===== src/rtl/otf_quotient_convert_if.sv =====
// otf_quotient_convert_if: digit stream in, corrected quotient out for the on-the-fly converter
interface otf_quotient_convert_if #(parameter int QBITS = 8);
  logic             state0;
  logic [1:0]       q;
  logic             w_sign;
  logic [QBITS-1:0] quotient;
  logic             done;
  logic             busy;
  logic             digit_err;
  modport master (output state0, q, w_sign, input quotient, done, busy, digit_err);
  modport slave  (input state0, q, w_sign, output quotient, done, busy, digit_err);
endinterface


===== src/rtl/otf_quotient_convert.sv =====
// otf_quotient_convert: radix-2 on-the-fly Q/QM conversion with final remainder-sign correction
module otf_quotient_convert #(parameter int QBITS = 8) (
  input  logic clock,
  input  logic reset_n,
  otf_quotient_convert_if.slave bus
);
  localparam int CW = $clog2(QBITS) + 1;
  typedef enum logic [1:0] {IDLE, RUN, FIX} state_t;
  state_t           st;
  logic [CW-1:0]    cnt;
  logic [QBITS-1:0] qr, qm, q_src, qm_src, qr_n, qm_n;
  logic             pos, neg;
  // QM tracks Q - ulp so a -1 digit just selects QM instead of subtracting
  always_comb begin
    pos    = bus.q == 2'b01;
    neg    = bus.q == 2'b11;
    q_src  = neg ? qm : qr;
    qm_src = pos ? qr : qm;
    qr_n   = {q_src[QBITS-2:0], pos | neg};
    qm_n   = {qm_src[QBITS-2:0], ~(pos | neg)};
  end
  always_ff @(posedge clock or negedge reset_n) begin
    if (!reset_n) begin
      st            <= IDLE;
      qr            <= '0;
      qm            <= '1;
      cnt           <= '0;
      bus.quotient  <= '0;
      bus.done      <= 1'b0;
      bus.busy      <= 1'b0;
      bus.digit_err <= 1'b0;
    end else begin
      bus.done <= 1'b0;
      if (bus.state0) begin
        st            <= RUN;
        qr            <= '0;
        qm            <= '1;
        cnt           <= '0;
        bus.busy      <= 1'b1;
        bus.digit_err <= 1'b0;
      end else if (st == RUN) begin
        qr  <= qr_n;
        qm  <= qm_n;
        cnt <= cnt + 1'b1;
        if (bus.q == 2'b10) bus.digit_err <= 1'b1;
        if (cnt == CW'(QBITS - 1)) st <= FIX;
      end else if (st == FIX) begin
        bus.quotient <= bus.w_sign ? qm : qr;
        bus.done     <= 1'b1;
        bus.busy     <= 1'b0;
        st           <= IDLE;
      end
    end
  end
endmodule


===== src/flat_wrapper.sv =====
// flat-port wrapper written by rule: the top's interface ports become plain ports
module otf_quotient_convert_flat 
#(parameter int QBITS = 8)
  (clock, reset_n, bus_state0, bus_q, bus_w_sign, bus_quotient, bus_done, bus_busy, bus_digit_err);
  otf_quotient_convert_if #(.QBITS(QBITS)) bus_i ();
  input  logic clock;
  input  logic reset_n;
  input wire logic [$bits(bus_i.state0)-1:0] bus_state0;
  input wire logic [$bits(bus_i.q)-1:0] bus_q;
  input wire logic [$bits(bus_i.w_sign)-1:0] bus_w_sign;
  output wire logic [$bits(bus_i.quotient)-1:0] bus_quotient;
  output wire logic [$bits(bus_i.done)-1:0] bus_done;
  output wire logic [$bits(bus_i.busy)-1:0] bus_busy;
  output wire logic [$bits(bus_i.digit_err)-1:0] bus_digit_err;
  assign bus_i.state0 = bus_state0;
  assign bus_i.q = bus_q;
  assign bus_i.w_sign = bus_w_sign;
  assign bus_quotient = bus_i.quotient;
  assign bus_done = bus_i.done;
  assign bus_busy = bus_i.busy;
  assign bus_digit_err = bus_i.digit_err;
  otf_quotient_convert #(.QBITS(QBITS)) u_core (.clock(clock), .reset_n(reset_n), .bus(bus_i));
endmodule

===== config.mk =====
export PLATFORM = sky130hd
export DESIGN_NAME = otf_quotient_convert_flat
export DESIGN_NICKNAME = d
export VERILOG_FILES = /design/src/rtl/otf_quotient_convert_if.sv /design/src/rtl/otf_quotient_convert.sv /design/src/flat_wrapper.sv
export SDC_FILE = /design/constraint.sdc
export NUM_CORES = 1
export LEC_CHECK = 0
export BUFFER_PORTS_ARGS = -buffer_cell sky130_fd_sc_hd__buf_2
export CORE_MARGIN = 2
export CORE_UTILIZATION = 57
export CTS_CLUSTER_SIZE = 40
export DETAILED_ROUTE_END_ITERATION = 8
export HOLD_SLACK_MARGIN = 0.12
export PLACE_DENSITY = 0.8
export SLEW_MARGIN = 20
export SYNTH_ARGS = -nofsm -noshare
export SYNTH_HDL_FRONTEND = slang
export SYNTH_SLANG_ARGS = --single-unit
export TNS_END_PERCENT = 100

===== constraint.sdc =====
create_clock -name clock -period 1.89 [get_ports clock]
set_clock_uncertainty 0.1 [all_clocks]
set_input_delay 0.2835 -clock clock [delete_from_list [all_inputs] [get_ports clock]]
set_output_delay 0.2835 -clock clock [all_outputs]
set_load 0.01 [all_outputs]

==> results of run 1 <==
## registers in the layout, summed over array words and instances, names as in the netlist
| signal | count |
|---|---|
| u_core.bus.done | 1 |
| u_core.bus.quotient | 8 |
| u_core.st | 2 |
| u_core.bus.digit_err | 1 |
| u_core.cnt | 4 |
| u_core.qm | 8 |
| u_core.qr | 8 |
| u_core.bus.busy | 1 |
## routing by layer
layer / track usage / part of all wire
met1: 0.258 / 0.46
met4: 0.0532 / 0.013
met5: 0 / 0
met2: 0.307 / 0.47
met3: 0.0544 / 0.054
## kinds of logic (layout without fill, tap and decap cells)
group / count (synthesis) / in the layout / synth area share
fa+ha+maj: 1 / 1 / 0.00782
xor+xnor: 2 / 2 / 0.0109
mux: 19 / 19 / 0.122
simple gates: 56 / 56 / 0.176
flops: 33 / 33 / 0.522
compound gates: 25 / 25 / 0.106
buf+inv: 14 / 29 / 0.0555
## worst min-delay path: stages
cell,delay [ps]
buf_2,160
nand3_1,100
a311oi_1,80
## cells in the mapped netlist (2+ instances only)
cell / instances
a31oi_1: 2
clkbuf_1: 3
nand2b_1: 3
nor2_1: 23
nor3_1: 7
a311oi_2: 2
inv_1: 2
dfrtp_1: 25
buf_4: 2
dfstp_2: 8
nand3_1: 7
mux2i_1: 18
a311oi_1: 5
buf_2: 3
a21oi_1: 15
nand2_1: 9
## per-stage QoR
step           utilization  cells  cell area, um2
5_1_grt              0.651    196            1770
3_3_place_gp         0.610    187            1650
4_1_cts              0.651    196            1770
2_1_floorplan            -    150            1600
6_report             0.651    196            1770
3_5_place_dp         0.610    187            1650
## what timing repair did
| action | 4_1_cts | 5_1_grt |
|---|---|---|
| gates resized for setup | 0 | 0 |
| hold endpoints to repair | 25 | 0 |
| hold buffers | 1 | 0 |
## area by class of cell
class	count	area, um2
timing repair buffer	19	105
fill	219	945
inverter	2	7.51
clock buffer	5	37.5
tap	31	38.8
multi-input combinational	103	676
sequential	33	836
clock inverter	3	65.1
## power by group through the flow
stage          registers [W]  logic (W)  clock network, W
2_1_floorplan       0.000791   0.000106                 0
3_3_place_gp        0.000797   0.000134                 0
3_5_place_dp        0.000798   0.000139                 0
4_1_cts             0.000785   0.000141          0.000656
5_1_grt             0.000791   0.000156          0.000687
6_report            0.000786   0.000139          0.000640
## path summary, 6_finish.rpt
check	to	slack [ps]
hold reg to reg	u_core.bus.busy	420
hold / removal	u_core.qr[4]	230
setup / recovery	u_core.qr[3]	300
max in group asynchronous	u_core.qr[0]	790
min in group asynchronous	u_core.qr[4]	440
setup reg to reg	u_core.qr[3]	300
==> flow_metrics.tcl, run 1 <==
set metrics [dict create \
    outcome "finished, final reports clean" \
    drv_cap 0 \
    pwr-share-comb 0.089 \
    mostFrequentLayoutCells "25 x dfrtp_1, 23 x nor2_1, 18 x mux2i_1" \
    cts_max_level 2 \
    yosys.area.top_type "dfrtp_1" \
    crit_path_end_kind "flip-flop" \
    seq_area_frac_synth 0.522 \
    cts_setup_buffers 0 \
    worst_pin_slew_ps 711 \
    finalSetupViolations 0 \
    drtPass1Iterations 4 \
    rr_startpoint "u_core.st[0]" \
    drt_drc_violations_left 0 \
    rr_worst_depth 4 \
    cts_buffers 5 \
    portBuffers 16 \
    cts_buffer_depth 2 \
    switchingPower_w 0.000348 \
    wl_per_cell_um 14.6 \
    worstPathArrival_ps 1700 \
    grt_overflow 0 \
    vias 1156 \
    synthCells 150 \
    grt_pass1_wl_mm 4.88 \
    cts-root-buf "clkbuf_4" \
    start_util 0.590 \
    viasPerCell 5.90 \
    slowest_stage "dfrtp_1" \
    whs_ps 234 \
    seq_power_share 0.502 \
    syn_area_mm2 0.00160 \
    leakage_nw 0.879 \
    dp_slack_ps 336 \
    cts_tree "yes" \
    fp-row-count 19 \
    finalCritPeriodShare 0.840 \
    min_period_ps 1590 \
    routed_wl_mm 2.86 \
    postSynthAreaPerCell_um2 10.7 \
    power_per_cell_area_mw_per_mm2 887 \
    slowest_delay_ps 480 \
    holdPathStages 3 \
    crit_chain "nor2b_4, buf_4, nor2_1, a311oi_1" \
    fp.dieArea_mm2 0.00325 \
    core_area_mm2 0.00271 \
    switching_share 0.222 \
    critical_path.top_delay_family "flip-flops" \
    p_clk_frac 0.409 \
    cts.sinks 33 \
    setup_slack_ps 302 \
    synthArstFlopShare 1.00 \
    first_global_vias 1076 \
    final_common_cell "dfrtp_1" \
    fin_tns_setup_ps 0 \
    antenna_found_initial 0 \
    ios 17 \
    die_w_um 57.0 \
    yosysWarnings 0 \
    startpoint "u_core.st[0]" \
    max_slew_margin 0.526 \
    drtIter0Drc 33 \
    total_power_w 0.00157 \
    grt_max_degree 34 \
    syn_nets 157 \
    ir_drop_mv 0.855 \
    maxSlewViolCount 0 \
    critPathMaxFanout 26 \
    synth.distinct_cells 32 \
    area_growth_pct 10.3 \
    antenna_cells 0 \
    p_int_w 0.00122 \
    synth-seq-cells 33 \
    path_depth 4 \
    synth_top_area_share 0.391 \
    ys.flop_type "dfrtp_1" \
    dp_hpwl_mm 1.92 \
    max_freq_ghz 0.630 \
    drive_above_1_share 0.248 \
    grt.total_usage 0.192 \
    rsz0062_at_grt "false" \
    nets 171 \
    hp-class "primary input to flip-flop" \
    path_buf_inv 1 \
    critPathLaunchType "flip-flop" \
    hold_viol_final 0 \
    path_clk_slew_ps 110 \
    clk_latency_ps 320 \
    synth_area_leaders "dfrtp_1 39%, dfstp_2 13%, mux2i_1 11%" \
    ant_nets 0 \
    crit_required_ps 2000 \
    gp_congestion 0.798 \
    hold_start "bus_q[1]" \
    synth_edf_count 0 \
    critical_path_class "flip-flop to flip-flop" \
    die_h_um 57.0 \
]
(Power assumes the default switching activity.)
==> run 2: changes to the inputs <==
Settings changed: ABC_AREA set to 1.
Clock period 1.89 ns to 1.57 ns, I/O delays scaled along.
==> flow_metrics.tcl, run 2 <==
set metrics [dict create \
    outcome "finished, final reports clean" \
    gp_congestion 0.806 \
    max_slew_margin 0.748 \
    finalSetupViolations 0 \
    drive_above_1_share 0.198 \
    synthCells 203 \
    dp_cells 247 \
    synth-seq-cells 33 \
    switching_share 0.265 \
    ant_nets 0 \
    p_clk_frac 0.319 \
    max_freq_ghz 0.701 \
    synthArstFlopShare 1.00 \
    path_clk_slew_ps 100 \
    area_growth_pct 12.9 \
    drtIter0Drc 72 \
    cts_buffers 5 \
    drv_cap 0 \
    crit_chain "dlygate4sd3_1, buf_2, inv_2, nand2_4, or2_2, nand2_1, inv_1" \
    largestRegisters "u_core.bus.quotient: 8 flops, u_core.qm: 8 flops, u_core.qr: 8 flops" \
    grt.met1_usage 0.311 \
    slowest_stage "dlygate4sd3_1" \
    antenna_cells 0 \
    crit_path_end_kind "flip-flop" \
    synth_top_area_share 0.386 \
    synth_area_leaders "dfrtp_1 39%, nand2_1 14%, dfstp_2 13%" \
    portBuffers 16 \
    routed_wl_mm 3.06 \
    p_int_w 0.00125 \
    syn_area_mm2 0.00162 \
    yosysWarnings 0 \
    hold_viol_final 0 \
    synth.distinct_cells 22 \
    mostFrequentLayoutCells "58 x nand2_1, 32 x inv_1, 25 x o21ai_0, 25 x dfrtp_1, 20 x nor2_1" \
    power_per_cell_area_mw_per_mm2 930 \
    finalCritPeriodShare 0.908 \
    wl_per_cell_um 11.9 \
    maxSlewViolCount 0 \
    cts_max_level 2 \
    grt_overflow 0 \
    total_power_w 0.00170 \
    grt_pass1_wl_mm 5.33 \
    met3_usage 0.0544 \
    min_period_ps 1430 \
    ios 17 \
    die_w_um 57.3 \
    synth_edf_count 0 \
    start_util 0.593 \
    final_cells 258 \
    nets 233 \
    worstPathArrival_ps 1610 \
    drt_drc_violations_left 0 \
    vias 1316 \
    fp-row-count 19 \
    worst_pin_slew_ps 378 \
    seq_power_share 0.556 \
    yosys.area.top_type "dfrtp_1" \
    first_global_vias 1199 \
    fp.dieArea_mm2 0.00329 \
    drtPass1Iterations 5 \
    critPathLaunchType "primary input" \
    seq_area_frac_synth 0.516 \
    met2_usage 0.317 \
    cts_tree "yes" \
    critical_path_class "primary input to flip-flop" \
    crit_required_ps 1750 \
    synthTopCellsByCount "59 x nand2_1, 32 x inv_1, 25 x dfrtp_1, 25 x o21ai_0, 20 x nor2_1" \
    yosysMostFrequentCell "nand2_1" \
    syn_nets 210 \
    core_area_mm2 0.00273 \
    final_common_cell "nand2_1" \
    ys.flop_type "dfrtp_1" \
    grt_max_degree 20 \
    cts_buffer_depth 2 \
    dp_hpwl_mm 2.15 \
    whs_ps 196 \
    die_h_um 57.3 \
    hp-class "primary input to flip-flop" \
    postSynthAreaPerCell_um2 7.98 \
    clk_latency_ps 330 \
    ir_drop_mv 0.717 \
    rsz0062_at_grt "false" \
    critPathMaxFanout 16 \
    pwr-share-comb 0.125 \
    grt-busiest-layer "met2" \
    cts.sinks 33 \
    grt.total_usage 0.213 \
    slowest_delay_ps 530 \
    cts-root-buf "clkbuf_4" \
    fin_tns_setup_ps 0 \
    switchingPower_w 0.000451 \
    viasPerCell 5.10 \
    antenna_found_initial 0 \
    leakage_nw 0.977 \
]
==> run 2: changes by cell type in the layout (fill, tap and decap cells not counted), sizes merged, moves of 7 or more <==
cell    previous run  this run
nand2              9        61
inv                2        33
o21ai              0        25
mux2i             18         1
a21oi             15         1
a311oi             7         0
==> run 2: worst max-delay path: cells and delay by family <==
family | cells | cell delay (ps)
simple gates | 3 | 490
buf+inv | 4 | 870
==> run 2: worst paths after layout <==
path	from	endpoint	slack (ps)	depth (start not counted)
max reg2reg	u_core.st[1]	u_core.qm[1]	150	6
max	bus_state0	u_core.qm[6]	140	7
min in group asynchronous	reset_n	u_core.qr[5]	240	2
min reg2reg	u_core.bus.busy	u_core.bus.busy	410	2
max in group asynchronous	reset_n	u_core.qm[2]	620	3
min	bus_q[0]	u_core.bus.digit_err	200	4
==> run 2: cells by family (layout without fill, tap and decap cells) <==
family	Yosys count	in the layout	synth area share
AO/OA/AOI/OAI	32	32	0.104
adder cells (fa/ha/maj)	1	1	0.00772
buffers and inverters	39	63	0.106
flip-flops	33	33	0.516
multiplexers	1	1	0.00618
AND/OR/NAND/NOR	97	97	0.260
==> run 2: stage by stage <==
step	worst slack (ps)	instance area [um2]	utilization
2_1_floorplan	372	1620	-
3_3_place_gp	192	1730	0.632
3_5_place_dp	149	1730	0.632
4_1_cts	109	1830	0.668
5_1_grt	37.1	1830	0.669
6_report	144	1830	0.669
==> run 2: repair_timing <==
action | in CTS | in global routing
setup buffers | 0 | 0
endpoints found under the hold margin | 32 | 0
setup endpoints to repair | 0 | 2
hold buffers | 3 | 0
gates resized for setup | 0 | 1
==> run 2: cell type report <==
class / count / area, um2
flip-flops and latches: 33 / 836
clock buffers: 7 / 65.1
repair buffers: 22 / 145
clock inverters: 1 / 5.00
well taps: 31 / 38.8
multi-input cells: 131 / 616
inverters: 33 / 124
fillers: 213 / 905
==> run 2: power groups by stage <==
stage / logic, W / registers [W] / clock network [W]
after global placement: 0.000203 / 0.000960 / 0
after detailed placement: 0.000207 / 0.000961 / 0
after CTS: 0.000213 / 0.000945 / 0.000555
after global routing: 0.000245 / 0.000952 / 0.000587
final: 0.000213 / 0.000946 / 0.000543
after floorplan: 0.000125 / 0.000962 / 0
==> run 2: metal layers <==
metal	wire (um)	share of wire	up-vias
met5	0	0	-
met4	23	0.0075	0
met3	213	0.070	4
met2	1330	0.43	47
met1	1500	0.49	597
li1	-	-	668
